--- src/rtl/lock_pkg.sv ---
// Shared types and helpers for the password lock: state encoding, symbol width,
// and the one-hot key to symbol decoder.
package lock_pkg;

  localparam int unsigned SYM_W = 2;

  typedef enum logic [2:0] {
    StLocked     = 3'd0,
    StOpen       = 3'd1,
    StSetNew     = 3'd2,
    StSetConfirm = 3'd3,
    StError      = 3'd4
  } state_e;

  typedef struct packed {
    logic             valid;
    logic [SYM_W-1:0] sym;
  } key_sym_t;

  // Zero or multi-hot vectors are not a key press.
  function automatic key_sym_t decode_key(input logic [3:0] keys);
    key_sym_t r;
    r.valid = 1'b1;
    r.sym   = '0;
    unique case (keys)
      4'b0001: r.sym = 2'd0;
      4'b0010: r.sym = 2'd1;
      4'b0100: r.sym = 2'd2;
      4'b1000: r.sym = 2'd3;
      default: r.valid = 1'b0;
    endcase
    return r;
  endfunction

endpackage

--- src/rtl/error_timer.sv ---
// Down-counter that holds the lock in ERROR: load starts it, done marks the
// final cycle of the hold window.
module error_timer #(
  parameter int unsigned CYCLES = 4,
  localparam int unsigned W = $clog2(CYCLES)
) (
  input  logic clock,
  input  logic reset,
  input  logic load,
  output logic done
);

  logic [W-1:0] count_q;
  logic         active_q;

  always_ff @(posedge clock or posedge reset) begin
    if (reset) begin
      count_q  <= '0;
      active_q <= 1'b0;
    end else if (load) begin
      count_q  <= W'(CYCLES - 1);
      active_q <= 1'b1;
    end else if (active_q) begin
      if (count_q == '0) begin
        active_q <= 1'b0;
      end else begin
        count_q <= count_q - W'(1);
      end
    end
  end

  assign done = active_q && (count_q == '0);

endmodule

--- src/rtl/password_lock_fsm.sv ---
// Password lock: collects key presses, unlocks on a matching entry, and lets the
// user change the password (enter + confirm) while unlocked.
module password_lock_fsm
  import lock_pkg::*;
#(
  parameter int unsigned DIGITS = 4,
  parameter logic [DIGITS*SYM_W-1:0] DEFAULT_PW = 8'hE4,
  parameter int unsigned ERROR_CYCLES = 50000000,
  localparam int unsigned CNT_W = $clog2(DIGITS + 1),
  localparam int unsigned PW_W = DIGITS * SYM_W
) (
  input  logic             clock,
  input  logic             reset,
  input  logic [3:0]       key_pressed,
  output logic             locked,
  output logic             unlocked,
  output logic             error,
  output logic [CNT_W-1:0] digit_count,
  output logic [2:0]       state_code
);

  state_e           state_q, state_d;
  state_e           ret_q, ret_d;
  logic [CNT_W-1:0] count_q;
  logic [PW_W-1:0]  entry_buf_q, new_buf_q, stored_pw_q;
  logic [PW_W-1:0]  entry_full;
  logic             locked_q, unlocked_q, error_q;
  logic             timer_load, timer_done;
  key_sym_t         key;
  logic             last;

  assign key  = decode_key(key_pressed);
  assign last = (count_q == CNT_W'(DIGITS - 1));

  // Buffer with the incoming symbol merged in, so the final digit compares same-cycle.
  always_comb begin
    entry_full = entry_buf_q;
    entry_full[count_q*SYM_W +: SYM_W] = key.sym;
  end

  always_comb begin
    state_d = state_q;
    ret_d   = ret_q;
    case (state_q)
      StLocked: begin
        if (key.valid && last) begin
          if (entry_full == stored_pw_q) begin
            state_d = StOpen;
          end else begin
            state_d = StError;
            ret_d   = StLocked;
          end
        end
      end
      StOpen: begin
        if (key.valid) state_d = last ? StSetConfirm : StSetNew;
      end
      StSetNew: begin
        if (key.valid && last) state_d = StSetConfirm;
      end
      StSetConfirm: begin
        if (key.valid && last) begin
          if (entry_full == new_buf_q) begin
            state_d = StLocked;
          end else begin
            state_d = StError;
            ret_d   = StOpen;
          end
        end
      end
      StError: begin
        if (timer_done) state_d = ret_q;
      end
      default: state_d = StLocked;
    endcase
  end

  assign timer_load = (state_d == StError) && (state_q != StError);

  always_ff @(posedge clock or posedge reset) begin
    if (reset) begin
      state_q     <= StLocked;
      ret_q       <= StLocked;
      count_q     <= '0;
      entry_buf_q <= '0;
      new_buf_q   <= '0;
      stored_pw_q <= DEFAULT_PW;
      locked_q    <= 1'b1;
      unlocked_q  <= 1'b0;
      error_q     <= 1'b0;
    end else begin
      state_q    <= state_d;
      ret_q      <= ret_d;
      locked_q   <= (state_d == StLocked) || (state_d == StError && ret_d == StLocked);
      unlocked_q <= (state_d inside {StOpen, StSetNew, StSetConfirm}) ||
                    (state_d == StError && ret_d == StOpen);
      error_q    <= (state_d == StError);

      if (state_d != state_q) begin
        // OPEN -> SET_NEW keeps the triggering press as digit 0 of the new password.
        if (state_q == StOpen && state_d == StSetNew) begin
          count_q     <= CNT_W'(1);
          entry_buf_q <= entry_full;
        end else begin
          count_q     <= '0;
          entry_buf_q <= '0;
        end
      end else if (key.valid && state_q != StError) begin
        count_q     <= count_q + CNT_W'(1);
        entry_buf_q <= entry_full;
      end

      if ((state_q == StOpen || state_q == StSetNew) && key.valid && last) begin
        new_buf_q <= entry_full;
      end
      if (state_q == StSetConfirm && state_d == StLocked) begin
        stored_pw_q <= new_buf_q;
      end
    end
  end

  error_timer #(
    .CYCLES(ERROR_CYCLES)
  ) u_error_timer (
    .clock(clock),
    .reset(reset),
    .load (timer_load),
    .done (timer_done)
  );

  assign locked      = locked_q;
  assign unlocked    = unlocked_q;
  assign error       = error_q;
  assign digit_count = count_q;
  assign state_code  = state_q;

endmodule

--- config.mk ---
export PLATFORM = sky130hd
export DESIGN_NAME = password_lock_fsm
export DESIGN_NICKNAME = d
export VERILOG_FILES = /design/src/rtl/lock_pkg.sv /design/src/rtl/error_timer.sv /design/src/rtl/password_lock_fsm.sv
export SDC_FILE = /design/constraint.sdc
export NUM_CORES = 1
export LEC_CHECK = 0
export ABC_CLOCK_PERIOD_IN_PS = 5800
export BUFFER_PORTS_ARGS = -buffer_cell sky130_fd_sc_hd__buf_2
export CORE_MARGIN = 2
export CORE_UTILIZATION = 55
export CTS_CLUSTER_SIZE = 25
export DETAILED_ROUTE_END_ITERATION = 8
export MAX_ROUTING_LAYER = met4
export PLACE_DENSITY = 0.71
export SYNTH_ARGS = -nofsm -noshare
export SYNTH_HDL_FRONTEND = slang
export SYNTH_HIERARCHICAL = 1
export SYNTH_SLANG_ARGS = --single-unit
--- constraint.sdc ---
create_clock -name clock -period 5.8 [get_ports clock]
set_input_delay 0.29 -clock clock [delete_from_list [all_inputs] [get_ports clock]]
set_output_delay 0.29 -clock clock [all_outputs]
set_load 0.02 [all_outputs]
Word-level counts from Yosys, hierarchy flattened

Index checks and enable logic that the tools add are counted.

$add $sub $neg: 3
Eq/ne operators: 19
Shift-type cells: 2
Multiplexer cells: 29
Reduce and logical (&&, ||, !) cells: 22

Operators by type and width:

| operator                 | number |
|---|---|
| $mux W26                 | 3 |
| $mux W3                  | 13 |
| $neg A4 Y34              | 1 |
| $shift A2 B34 Y8 const A | 1 |
| $shiftx A2 B34 Y8        | 1 |
| $logic_not A26 Y1        | 1 |
| $sub A26 B1 Y26 const B  | 1 |
| $mux W8                  | 3 |
| $eq A8 B8 Y1             | 2 |
| $eq A3 B2 Y1 const B     | 5 |
| $pmux W3 S5              | 1 |
| $logic_and A1 B1 Y1      | 10 |
| $eq A3 B1 Y1 const B     | 3 |
| $logic_not A3 Y1         | 3 |
| $bwmux W8                | 1 |
| $eq A3 B3 Y1 const B     | 2 |
| $mux W1                  | 6 |
| $pmux W2 S3              | 1 |
| $pmux W3 S2              | 1 |
| $eq A4 B1 Y1 const B     | 1 |
| $eq A4 B2 Y1 const B     | 1 |
| $eq A4 B3 Y1 const B     | 1 |
| $eq A4 B4 Y1 const B     | 1 |
| $reduce_bool A2 Y1       | 2 |
| other kinds (8)          | 10 |

Flip-flop bits (word level): 63
Input port bits: 6
Output and inout bits: 9
Word-level logic and storage cells: 86

Logic depth before layout (Yosys ltp)

Gate-level depths: netlist of the first run.

Depth after elaboration: 12
Depth in mapped cells: 15
Gate-level depth less buffers: 12

Modules after synthesis

The synthesis of the first run kept the hierarchy.

By module, submodules not included:

| module            | instances | cells an instance | area each (um2) | sequential area each (um2) |
|---|---|---|---|---|
| password_lock_fsm | 1         | 244               | 2292.2          | 907.1 |
| error_timer       | 1         | 162               | 1605.3          | 675.6 |

Least setup slack after synthesis of the first run

No wires, ideal clock.

Path type: register to register
From: reg count_q[0], in the netlist digit_count[0]
To: reg u_error_timer.count_q[21]
Library setup time: 79 ps
Data arrival time: 3947 ps
Required time: 5721 ps
Setup slack: 1774 ps
Stages on the path, launching flop included: 16
Buffers on the path: 3
Clock period less this slack: 4026 ps
Cells stage by stage: dfrtp_1 inv_1 ha_1 ha_1 buf_2 nor4b_1 a21oi_1 nor4_1 nor4_2 a31oi_1 nor2_1 inv_1 clkbuf_1 clkbuf_1 nor2_1 mux2i_1

Word-level cells in the longest chain between the ends: 11
Elaborated cells on any way between the ends: 22
Classes of those cells: 1 x add/sub; 5 x eq/ne; 2 x shift; 10 x mux; 4 x reduce/logical

RTL lines:

| what                                                                | RTL line                                         | text |
|---|---|---|
| start, declared                                                     | password_lock_fsm.sv:24                          | `logic [CNT_W-1:0] count_q;` |
| start signal, assigned                                              | password_lock_fsm.sv:109                         | `count_q <= count_q + CNT_W'(1);` |
| $neg A4 Y34                                                         | password_lock_fsm.sv:38                          | `entry_full[count_q*SYM_W +: SYM_W] = key.sym;` |
| $shiftx A2 B34 Y8 or $shift A2 B34 Y8 (tied branches)               | password_lock_fsm.sv:38                          |  |
| $bwmux W8                                                           | password_lock_fsm.sv:38                          |  |
| $eq A8 B8 Y1, on equally long branches                              | password_lock_fsm.sv:47, password_lock_fsm.sv:63 |  |
| $mux W3, on equally long branches                                   | password_lock_fsm.sv:47, password_lock_fsm.sv:63 |  |
| $mux W3, on equally long branches                                   | password_lock_fsm.sv:46, password_lock_fsm.sv:62 |  |
| $pmux W3 S5 (*)                                                     | password_lock_fsm.sv:44                          | `case (state_q)` |
| $eq A3 B3 Y1 (*)                                                    | password_lock_fsm.sv:78                          | `assign timer_load = (state_d == StError) && (state_q != StError);` |
| $logic_and A1 B1 Y1 (*)                                             | password_lock_fsm.sv:78                          |  |
| net timer_load                                                      | password_lock_fsm.sv:28                          | `logic timer_load, timer_done;` |
| $ne A2 B2 Y1 (no source line) or $reduce_bool A2 Y1 (tied branches) | --                                               |  |
| $reduce_and A2 Y1 (no source line)                                  | --                                               |  |
| end signal, assigned                                                | error_timer.sv:21                                | `count_q <= W'(CYCLES - 1);` |
| end signal, assigned                                                | error_timer.sv:27                                | `count_q <= count_q - W'(1);` |
| end, declared                                                       | error_timer.sv:13                                | `logic [W-1:0] count_q;` |

The timed path passes the listed nets; every way through them passes the cells marked *.
A chain may end at the register's enable or synchronous reset.

Final worst setup path of the first run

From: reg count_q[0], in the netlist digit_count[0]
To: reg u_error_timer.count_q[24]

The elaborated chain is that of the path after synthesis.

==> flow_metrics.tcl, run 1 <==
set metrics [dict create \
    synth.yosys.warnings 6 \
    rsz0062_at_grt "no" \
    dr_total_vias 3175 \
    mappedNetlistArea_mm2 0.00390 \
    maxCapViolations 0 \
    antenna_found_initial 0 \
    pre_repair_dr_iteration_count 7 \
    synth_edf_count 0 \
    hold_violations 0 \
    start_util_pct 57.1 \
    grt_max_degree 37 \
    layout.cells.most_common "sky130_fd_sc_hd__dfrtp_1" \
    fmax_ghz 0.210 \
    most-common-layout-cells "sky130_fd_sc_hd__dfrtp_1 (58), sky130_fd_sc_hd__nor2_1 (45), sky130_fd_sc_hd__nand2_1 (27)" \
    delay_heaviest_family_cp "simple AND/OR/NAND/NOR gates" \
    global_route.usage.total_pct 24.4 \
    antenna-diode-count 0 \
    first_global_vias 2931 \
    cp_max_fo 25 \
    clkSinkCount 63 \
    hold_buffer_count_at_cts 0 \
    ctsResizeCount 0 \
    crit_required_ns 6.04 \
    total_i_o_pin_count 15 \
    synth.lib_cells_used.distinct 71 \
    regToRegEndpoint "u_error_timer/count_q[24]" \
    htree_levels 3 \
    avgSynthCellArea_um2 9.60 \
    core_mm2 0.00683 \
    routabilityCongestion 0.979 \
    post-route-period-util_pct 82.1 \
    synth_async_sr_flop_share_pct 100 \
    worst-endpoint-arrival_ns 5.00 \
    startpoint_of_the_lowest_slack_register_to_register_path "digit_count[0]" \
    clock_latency_late_sink_ns 0.35 \
    power_per_cell_area_mw_per_mm2 401 \
    finalCoreUtilization_pct 61.6 \
    share_of_layout_cells_above_drive_strength_1_pct 15.6 \
    critical_setup_path_kind "flip-flop to flip-flop" \
    setup.worst_path.start_class "flip-flop" \
    max-vdd-ir-drop_mv 0.171 \
    clock_path_buffers 2 \
    cts.repair_timing.setup_buffer_count 0 \
    multi_input_area_mm2 0.00219 \
    die_h_um 88.2 \
    dominantRegCellSynth "sky130_fd_sc_hd__dfrtp_1" \
    drcViolationCount 0 \
    wire_length_of_the_first_global_routing_pass_um 14200 \
    leakagePower_nw 1.68 \
    final_period_minus_worst_setup_slack_ns 4.76 \
    setup_tns_ns 0 \
    filler_cell_count 594 \
    clkSlewWorstSetupHoldPaths_ns 0.08 \
    detail_route.vias_per_cell 6.11 \
    cp_slowest_cell "sky130_fd_sc_hd__nor4b_1" \
    synth_sequential_area_ratio_pct 40.6 \
    numCtsBuffers 9 \
    slew_violations 0 \
    clock_skew_ns 0.0113 \
    setup_viol 0 \
    postSynthRegisterBits 63 \
    timing.max_slew.rel_slack_pct 31.0 \
    detailedRoute.firstIterationViolations 363 \
    worstSetupStartpoint "digit_count[0]" \
    report.power.total_mw 1.68 \
    design.final.nets 433 \
    reg2reg_setup_slack_ns 1.04 \
    number_of_cells_traversed_by_the_worst_register_to_register_path 13 \
    tightest_slew_ns 1.02 \
    dieArea_mm2 0.00778 \
    hpwl_um 5960 \
    ff_latch_area_mm2 0.00158 \
    route.antenna.remaining_nets 0 \
    routed_wl_um 8420 \
    hold_path.class "input port to asynchronous set/reset pin" \
    floorplan.rows 30 \
    slowest_delay_ns 0.92 \
    cts_tree "built" \
    syn-instance-count 406 \
    critPathCaptureType "flip-flop" \
    detail_route.wl_per_cell_um 16.2 \
    synth_fp_nets 420 \
    grt_overflow_total 0 \
    io_buffer_count 14 \
    critical_path_buf_inv_count 3 \
    worst_path_cell_trace "inv_1 -> ha_1 -> ha_1 -> nor4b_1 -> a21oi_1 -> nor4_1 -> nor4_2 -> a31oi_1 -> nor2_1 -> inv_1 -> buf_4 -> nor2_1 -> a31o_2" \
    ctsRootBufferMaster "sky130_fd_sc_hd__clkbuf_8" \
    status "finished clean" \
    die_width_um 88.2 \
    area_growth_pct 7.90 \
]
metrics by stage:
step / setup WS (ns) / hold WS (ns) / cells / instance area [µm²]
4_1_cts: 1.09 / 0.0539 / 520 / 4210
2_1_floorplan: 1.77 / 0.343 / 406 / 3900
3_3_place_gp: 1.31 / 0.421 / 504 / 4040
6_report: 1.04 / 0.0443 / 520 / 4210
3_5_place_dp: 1.12 / 0.430 / 504 / 4040
5_1_grt: 0.633 / 0.0961 / 520 / 4210
cell type report:
cell class / count / area share, %
Multi-Input combinational cell: 314 / 52.2
Clock buffer: 12 / 3.45
Tap cell: 96 / 2.86
Sequential cell: 63 / 37.6
Clock inverter: 4 / 0.536
Timing Repair Buffer: 16 / 2.02
Inverter: 15 / 1.34
power breakdown:
| part | internal [mW] | switching [mW] |
|---|---|---|
| Clock | 0.165 | 0.171 |
| Combinational | 0.265 | 0.353 |
| Sequential | 0.562 | 0.169 |
| Total | 0.992 | 0.693 |
logic make-up (layout without fill, tap and decap cells):
logic type / after synthesis / in the layout / synth area share (%)
fa+ha+maj: 8 / 8 / 2.57
compound gates: 88 / 88 / 16.9
mux: 17 / 17 / 4.69
simple gates: 177 / 177 / 26.7
xor+xnor: 24 / 24 / 5.39
flops: 63 / 63 / 40.6
buf+inv: 29 / 47 / 3.11
state kept, by name, summed over array words and instances, names as in the netlist:
register	cells
digit_count	3
entry_buf_q	8
error	1
locked	1
new_buf_q	8
ret_q	3
state_code	3
stored_pw_q	8
u_error_timer/active_q	1
u_error_timer/count_q	26
unlocked	1
worst max path at each step:
stage               slack (ns)                         to  cells after the start
global placement          1.31  u_error_timer/count_q[24]                     13
detailed placement        1.12  u_error_timer/count_q[24]                     13
floorplan                 1.77  u_error_timer/count_q[21]                     15
global route              0.63  u_error_timer/count_q[24]                     13
CTS                       1.09  u_error_timer/count_q[24]                     13
finish                    1.04  u_error_timer/count_q[24]                     13
worst register-to-register path, cell delays in order (launching register included):
cell and delay, ns:
sky130_fd_sc_hd__dfrtp_1 0.53, sky130_fd_sc_hd__inv_1 0.14, sky130_fd_sc_hd__ha_1 0.22, sky130_fd_sc_hd__ha_1 0.39, sky130_fd_sc_hd__nor4b_1 0.92, sky130_fd_sc_hd__a21oi_1 0.16
sky130_fd_sc_hd__nor4_1 0.49, sky130_fd_sc_hd__nor4_2 0.12, sky130_fd_sc_hd__a31oi_1 0.43, sky130_fd_sc_hd__nor2_1 0.10, sky130_fd_sc_hd__inv_1 0.54, sky130_fd_sc_hd__buf_4 0.29
sky130_fd_sc_hd__nor2_1 0.05, sky130_fd_sc_hd__a31o_2 0.24
cells in the mapped netlist (4+ instances only):
cell / count / share of area [%]
sky130_fd_sc_hd__or3_1: 5 / 0.80
sky130_fd_sc_hd__a32oi_1: 4 / 0.90
sky130_fd_sc_hd__mux2_2: 10 / 2.9
sky130_fd_sc_hd__clkbuf_1: 8 / 0.77
sky130_fd_sc_hd__xor2_1: 10 / 2.2
sky130_fd_sc_hd__xnor2_1: 14 / 3.1
sky130_fd_sc_hd__o31ai_1: 5 / 0.96
sky130_fd_sc_hd__mux2i_1: 7 / 1.8
sky130_fd_sc_hd__dfrtp_1: 58 / 37
sky130_fd_sc_hd__or4_1: 7 / 1.3
sky130_fd_sc_hd__nor3b_1: 4 / 0.77
sky130_fd_sc_hd__inv_1: 15 / 1.4
sky130_fd_sc_hd__a211oi_1: 4 / 0.77
sky130_fd_sc_hd__a21oi_1: 20 / 2.6
sky130_fd_sc_hd__dfstp_2: 5 / 3.4
sky130_fd_sc_hd__nor2_1: 45 / 4.3
sky130_fd_sc_hd__nand4_1: 9 / 1.4
sky130_fd_sc_hd__nand2_1: 27 / 2.6
sky130_fd_sc_hd__nor3_1: 18 / 2.3
sky130_fd_sc_hd__nor2b_1: 11 / 1.8
sky130_fd_sc_hd__nand2b_1: 9 / 1.4
sky130_fd_sc_hd__ha_1: 8 / 2.6
sky130_fd_sc_hd__nor4_1: 12 / 1.9
sky130_fd_sc_hd__nor4b_1: 5 / 1.1
sky130_fd_sc_hd__o21ai_0: 16 / 2.1
metal layers:
metal  track usage (%)  share of wire, %
met5                 -                 0
met2              33.4                42
met1              36.2                52
met4              8.13               1.7
met3              4.52               4.6
(Power assumes the default switching activity.)
==> inputs of run 2 (changes only) <==
ABC_CLOCK_PERIOD_IN_PS = 4470   (was 5800)
clock period = 4.47 ns   (was 5.8 ns; I/O delays follow)
==> flow_metrics.tcl, run 2 (synthesis results as in run 1) <==
set metrics [dict create \
    timing.max_slew.rel_slack_pct 28.0 \
    status "finished clean" \
    ctsRootBufferMaster "sky130_fd_sc_hd__clkbuf_8" \
    clkSinkCount 63 \
    wire_length_of_the_first_global_routing_pass_um 14800 \
    detail_route.wl_per_cell_um 16.7 \
    core_mm2 0.00683 \
    max-vdd-ir-drop_mv 0.271 \
    regToRegEndpoint "u_error_timer/count_q[21]" \
    crit_required_ns 4.70 \
    start_util_pct 57.1 \
    comb_power_share_pct 35.3 \
    finalCoreUtilization_pct 63.2 \
    power_per_cell_area_mw_per_mm2 538 \
    clock_latency_late_sink_ns 0.35 \
    detailedRoute.firstIterationViolations 194 \
    maxCapViolations 0 \
    cts_tree "built" \
    layout.cells.most_common "sky130_fd_sc_hd__dfrtp_1" \
    area_growth_pct 10.8 \
    antenna_found_initial 0 \
    slowest_delay_ns 0.70 \
    most-common-layout-cells "sky130_fd_sc_hd__dfrtp_1 (57), sky130_fd_sc_hd__nor2_1 (44), sky130_fd_sc_hd__nand2_1 (27)" \
    report.power.total_mw 2.32 \
    p_int_mw 1.40 \
    fmax_ghz 0.246 \
    cp_common_cell "sky130_fd_sc_hd__ha_1" \
    hpwl_um 6230 \
    finish.cell_count_without_fillers 527 \
    seqPwrFrac_pct 40.8 \
    tightest_slew_ns 1.08 \
    global_route.usage.total_pct 25.7 \
    switching_power_mw 0.928 \
    clock_power_share_pct 23.9 \
    reg2reg_setup_slack_ns 0.40 \
    setup_viol 0 \
    first_global_vias 2999 \
    worst-endpoint-arrival_ns 4.30 \
    largest_register_ff_count 26 \
    cp_slowest_cell "sky130_fd_sc_hd__or4b_1" \
    leakagePower_nw 1.73 \
    number_of_cells_traversed_by_the_worst_register_to_register_path 13 \
    drcViolationCount 0 \
    setup_tns_ns 0 \
    critical_setup_path_kind "flip-flop to flip-flop" \
    grt_overflow_total 0 \
    holdCritStartpoint "key_pressed[2]" \
    dr_total_vias 3281 \
    numCtsBuffers 9 \
    share_of_layout_cells_above_drive_strength_1_pct 17.9 \
    rsz0062_at_grt "no" \
    placed_cells 508 \
    critPathCaptureType "flip-flop" \
    timing.hold.worst_path_depth 3 \
    post-route-period-util_pct 91.1 \
    htree_levels 3 \
    sw_frac_of_total_pct 39.9 \
    hold_path.class "input port to flip-flop" \
    startpoint_of_the_lowest_slack_register_to_register_path "digit_count[0]" \
    route.antenna.remaining_nets 0 \
    cp_max_fo 11 \
    design.final.nets 440 \
    worst_path_cell_trace "inv_1 -> ha_1 -> ha_1 -> or4b_1 -> a2111oi_0 -> nor4_1 -> nor4_2 -> a31oi_1 -> nor2_2 -> clkinvlp_4 -> buf_4 -> nor2b_1 -> mux2i_1" \
    filler_cell_count 606 \
    total_i_o_pin_count 15 \
    setup.worst_path.start_class "flip-flop" \
    floorplan.rows 30 \
    dieArea_mm2 0.00778 \
    die_h_um 88.2 \
    regMostFlops "u_error_timer/count_q" \
    clock_skew_ns 0.00958 \
    clkSlewWorstSetupHoldPaths_ns 0.08 \
    final_period_minus_worst_setup_slack_ns 4.07 \
    slew_violations 0 \
    routed_wl_um 8800 \
    antenna-diode-count 0 \
    detail_route.vias_per_cell 6.23 \
    routabilityCongestion 0.939 \
    timing.hold.worst_endpoint "entry_buf_q[0]" \
    die_width_um 88.2 \
    hold_violations 0 \
    grt_max_degree 37 \
    pre_repair_dr_iteration_count 5 \
    io_buffer_count 14 \
    clock_path_buffers 2 \
]
[run 2: changes by cell type in the layout (fill, tap and decap cells not counted), sizes merged]
cell | previous run | this run
clkbuf | 12 | 9
clkinvlp | 1 | 3
buf | 16 | 21
bufinv | 0 | 2
dlygate4sd3 | 0 | 1
[run 2: power groups by stage]
stage / clock network (mW) / logic, mW / registers (mW)
finish: 0.555 / 0.821 / 0.948
CTS: 0.564 / 0.815 / 0.944
detailed placement: 0 / 0.811 / 0.954
floorplan: 0 / 0.628 / 0.927
global route: 0.590 / 0.933 / 0.980
global placement: 0 / 0.796 / 0.945
[run 2: worst max path at each step]
| stage | start | endpoint | cells past startpoint |
|---|---|---|---|
| after floorplan | digit_count[0] | u_error_timer/count_q[21] | 15 |
| final | digit_count[0] | u_error_timer/count_q[21] | 13 |
| after detailed placement | digit_count[0] | u_error_timer/count_q[21] | 13 |
| after global placement | digit_count[0] | u_error_timer/count_q[21] | 13 |
| after global routing | digit_count[1] | u_error_timer/count_q[21] | 13 |
| after CTS | digit_count[0] | u_error_timer/count_q[21] | 14 |
[run 2: routing by layer]
layer | GRT usage (%) | part of all wire [%]
met3 | 5.56 | 5.7
met1 | 39.2 | 50
met4 | 7.44 | 1.1
met2 | 34.0 | 43
met5 | - | 0
[run 2: layout make-up]
| type | count | area [µm²] | area share (%) |
|---|---|---|---|
| clock buffer | 9 | 124 | 2.87 |
| clock inverter | 7 | 95.1 | 2.20 |
| inverter | 15 | 60.1 | 1.39 |
| multi-input combinational | 314 | 2200 | 50.8 |
| sequential | 63 | 1580 | 36.7 |
| tap | 96 | 120 | 2.78 |
| timing repair buffer | 22 | 133 | 3.07 |
| timing repair inverter | 1 | 7.51 | 0.174 |
[run 2: repair_timing]
item	in CTS	in global routing
buffers inserted	0	1
hold buffers	1	0
setup endpoints to repair	0	15
resized for setup	0	4
hold endpoints to repair	29	0
[run 2: through the flow]
step | worst slack, ns | cell area, µm² | hold WS, ns
after global placement | 0.447 | 4070 | 0.354
after global routing | 0.0358 | 4320 | 0.437
after CTS | 0.321 | 4300 | 0.393
after detailed placement | 0.344 | 4070 | 0.369
after floorplan | 0.444 | 3900 | 0.276
final | 0.400 | 4320 | 0.409
[run 2: worst max-delay path, delay by kind of cell (launching register included)]
kind            cells  cell delay, ns
compound gates      2            0.66
fa+ha+maj           2            0.61
buf+inv             3            0.62
flops               1            0.47
mux                 1            0.07
simple gates        5            1.51
==> inputs of run 3 (changes only) <==
CORE_MARGIN = not set   (was 2)
CORE_UTILIZATION = 60   (was 55)
PLACE_DENSITY = 0.77   (was 0.71)
==> flow_metrics.tcl, run 3 (synthesis results as in run 1) <==
set metrics [dict create \
    status "finished with violations" \
    failed_checks "hold timing" \
    grt_overflow_total 0 \
    route.antenna.remaining_nets 0 \
    global_route.usage.total_pct 28.6 \
    die_width_um 82.6 \
    crit_required_ns 4.69 \
    cts_tree "built" \
    antenna-diode-count 0 \
    placed_cells 492 \
    max-vdd-ir-drop_mv 0.349 \
    clock_path_buffers 2 \
    clock_power_share_pct 21.8 \
    detailedRoute.firstIterationViolations 317 \
    timing.max_slew.rel_slack_pct 31.1 \
    stdcell_area_mm2 0.00431 \
    antenna_found_initial 0 \
    area_growth_pct 10.5 \
    layout.cells.most_common "sky130_fd_sc_hd__dfrtp_1" \
    post-route-period-util_pct 91.8 \
    cp_max_fo 11 \
    routed_wl_um 8740 \
    finish.cell_count_without_fillers 510 \
    hold_violations 31 \
    slew_violations 0 \
    hpwl_um 6190 \
    slowest_delay_ns 0.68 \
    fmax_ghz 0.244 \
    design.final.nets 444 \
    clock_latency_late_sink_ns 0.35 \
    die_h_um 82.6 \
    floorplan.rows 28 \
    power_per_cell_area_mw_per_mm2 532 \
    clkSlewWorstSetupHoldPaths_ns 0.07 \
    setup.worst_path.start_class "flip-flop" \
    multi_input_area_mm2 0.00220 \
    final.hold.worst_slack_ns -0.0141 \
    most-common-layout-cells "sky130_fd_sc_hd__dfrtp_1 (57), sky130_fd_sc_hd__nor2_1 (44), sky130_fd_sc_hd__nand2_1 (27)" \
    pre_repair_dr_iteration_count 5 \
    grt_max_degree 37 \
    finalCoreUtilization_pct 70.6 \
    number_of_cells_traversed_by_the_worst_register_to_register_path 13 \
    largest_register_ff_count 26 \
    routabilityCongestion 0.923 \
    critical_setup_path_kind "flip-flop to flip-flop" \
    dr_total_vias 3296 \
    start_util_pct 63.9 \
    filler_cell_count 479 \
    sw_frac_of_total_pct 40.6 \
    setup_viol 0 \
    clock_skew_ns 0.0110 \
    dieArea_mm2 0.00682 \
    ctsRootBufferMaster "sky130_fd_sc_hd__clkbuf_8" \
    comb_power_share_pct 36.8 \
    maxCapViolations 0 \
    worst-endpoint-arrival_ns 4.32 \
    hold_path.class "input port to asynchronous set/reset pin" \
    seqPwrFrac_pct 41.4 \
    p_int_mw 1.36 \
    share_of_layout_cells_above_drive_strength_1_pct 18.6 \
    leakagePower_nw 1.73 \
    detail_route.vias_per_cell 6.46 \
    core_mm2 0.00610 \
    tightest_slew_ns 1.03 \
    critPathCaptureType "flip-flop" \
    cp_slowest_cell "sky130_fd_sc_hd__or4b_1" \
    wire_length_of_the_first_global_routing_pass_um 14100 \
    clkSinkCount 63 \
    htree_levels 3 \
    total_i_o_pin_count 15 \
    worst_path_cell_trace "inv_1 -> ha_1 -> ha_1 -> or4b_1 -> a2111oi_1 -> and4bb_2 -> nor4_2 -> a31oi_1 -> nor2_4 -> clkinvlp_4 -> buf_4 -> nor3_1 -> a21oi_1" \
    switching_power_mw 0.930 \
    placedInstanceArea_mm2 0.00408 \
    numCtsBuffers 9 \
    final_period_minus_worst_setup_slack_ns 4.11 \
    setup_tns_ns 0 \
    drcViolationCount 0 \
    detail_route.wl_per_cell_um 17.1 \
    cp_common_cell "sky130_fd_sc_hd__ha_1" \
    cts.repair_timing.setup_buffer_count 0 \
    io_buffer_count 14 \
    regMostFlops "u_error_timer/count_q" \
    ff_latch_area_mm2 0.00158 \
    first_global_vias 2953 \
]
## run 3: cell types whose count changed in the layout (fill, tap and decap cells not counted), sizes merged
cell / delta
buf: +4
bufinv: -1
clkbuf: +2
clkinv: -2
clkinvlp: +3
dlygate4sd3: -1
inv: -1
## run 3: layout make-up
cell class / instances / share of cell area, %
Inverter: 15 / 1.39
Clock buffer: 11 / 3.28
Multi-Input combinational cell: 314 / 51.1
Timing Repair Buffer: 25 / 3.54
Sequential cell: 63 / 36.8
Clock inverter: 5 / 1.34
Tap cell: 75 / 2.18
Timing Repair inverter: 2 / 0.349
## run 3: worst paths after layout
path	startpoint	end	slack, ns
worst max-delay path	digit_count[1]	u_error_timer/count_q[20]	0.36
worst min-delay path	reset	stored_pw_q[4]	-0.01
worst max register to register	digit_count[1]	u_error_timer/count_q[20]	0.36
worst min register to register	entry_buf_q[5]	entry_buf_q[5]	0.49
max in group asynchronous	reset	u_error_timer/count_q[11]	3.71
min in group clock	key_pressed[2]	entry_buf_q[0]	0.43
## run 3: worst max-delay path, delay by kind of cell (launching register included)
| kind | cells | cell delay [ns] |
|---|---|---|
| AO/OA/AOI/OAI | 3 | 0.70 |
| adder cells (fa/ha/maj) | 2 | 0.60 |
| AND/OR/NAND/NOR | 5 | 1.66 |
| flip-flops | 1 | 0.49 |
| buffers and inverters | 3 | 0.52 |
## run 3: what timing repair did
action	in CTS	in global routing
endpoints found under the setup margin	0	21
gates resized for setup	0	7
hold buffers	0	0
## run 3: layer usage
metal  global-route usage, %  wire, µm
met1                    39.3      4070
met2                    42.2      4020
met3                    6.37       531
met4                    8.62       123
met5                       -         0
## run 3: per-stage QoR
| step | setup WS (ns) | power (mW) | hold WS, ns |
|---|---|---|---|
| after floorplan | 0.444 | 1.55 | 0.276 |
| after global placement | 0.472 | 1.74 | 0.352 |
| after detailed placement | 0.295 | 1.78 | 0.366 |
| after CTS | 0.283 | 2.28 | 0.00348 |
| after global routing | -0.000954 | 2.45 | 0.0610 |
| final | 0.365 | 2.29 | -0.0141 |
## run 3: power groups by stage
stage	logic (mW)	registers (mW)	clock network [mW]
global placement	0.799	0.943	0
detailed placement	0.826	0.953	0
floorplan	0.628	0.927	0
CTS	0.833	0.944	0.505
global route	0.936	0.981	0.534
finish	0.843	0.948	0.498
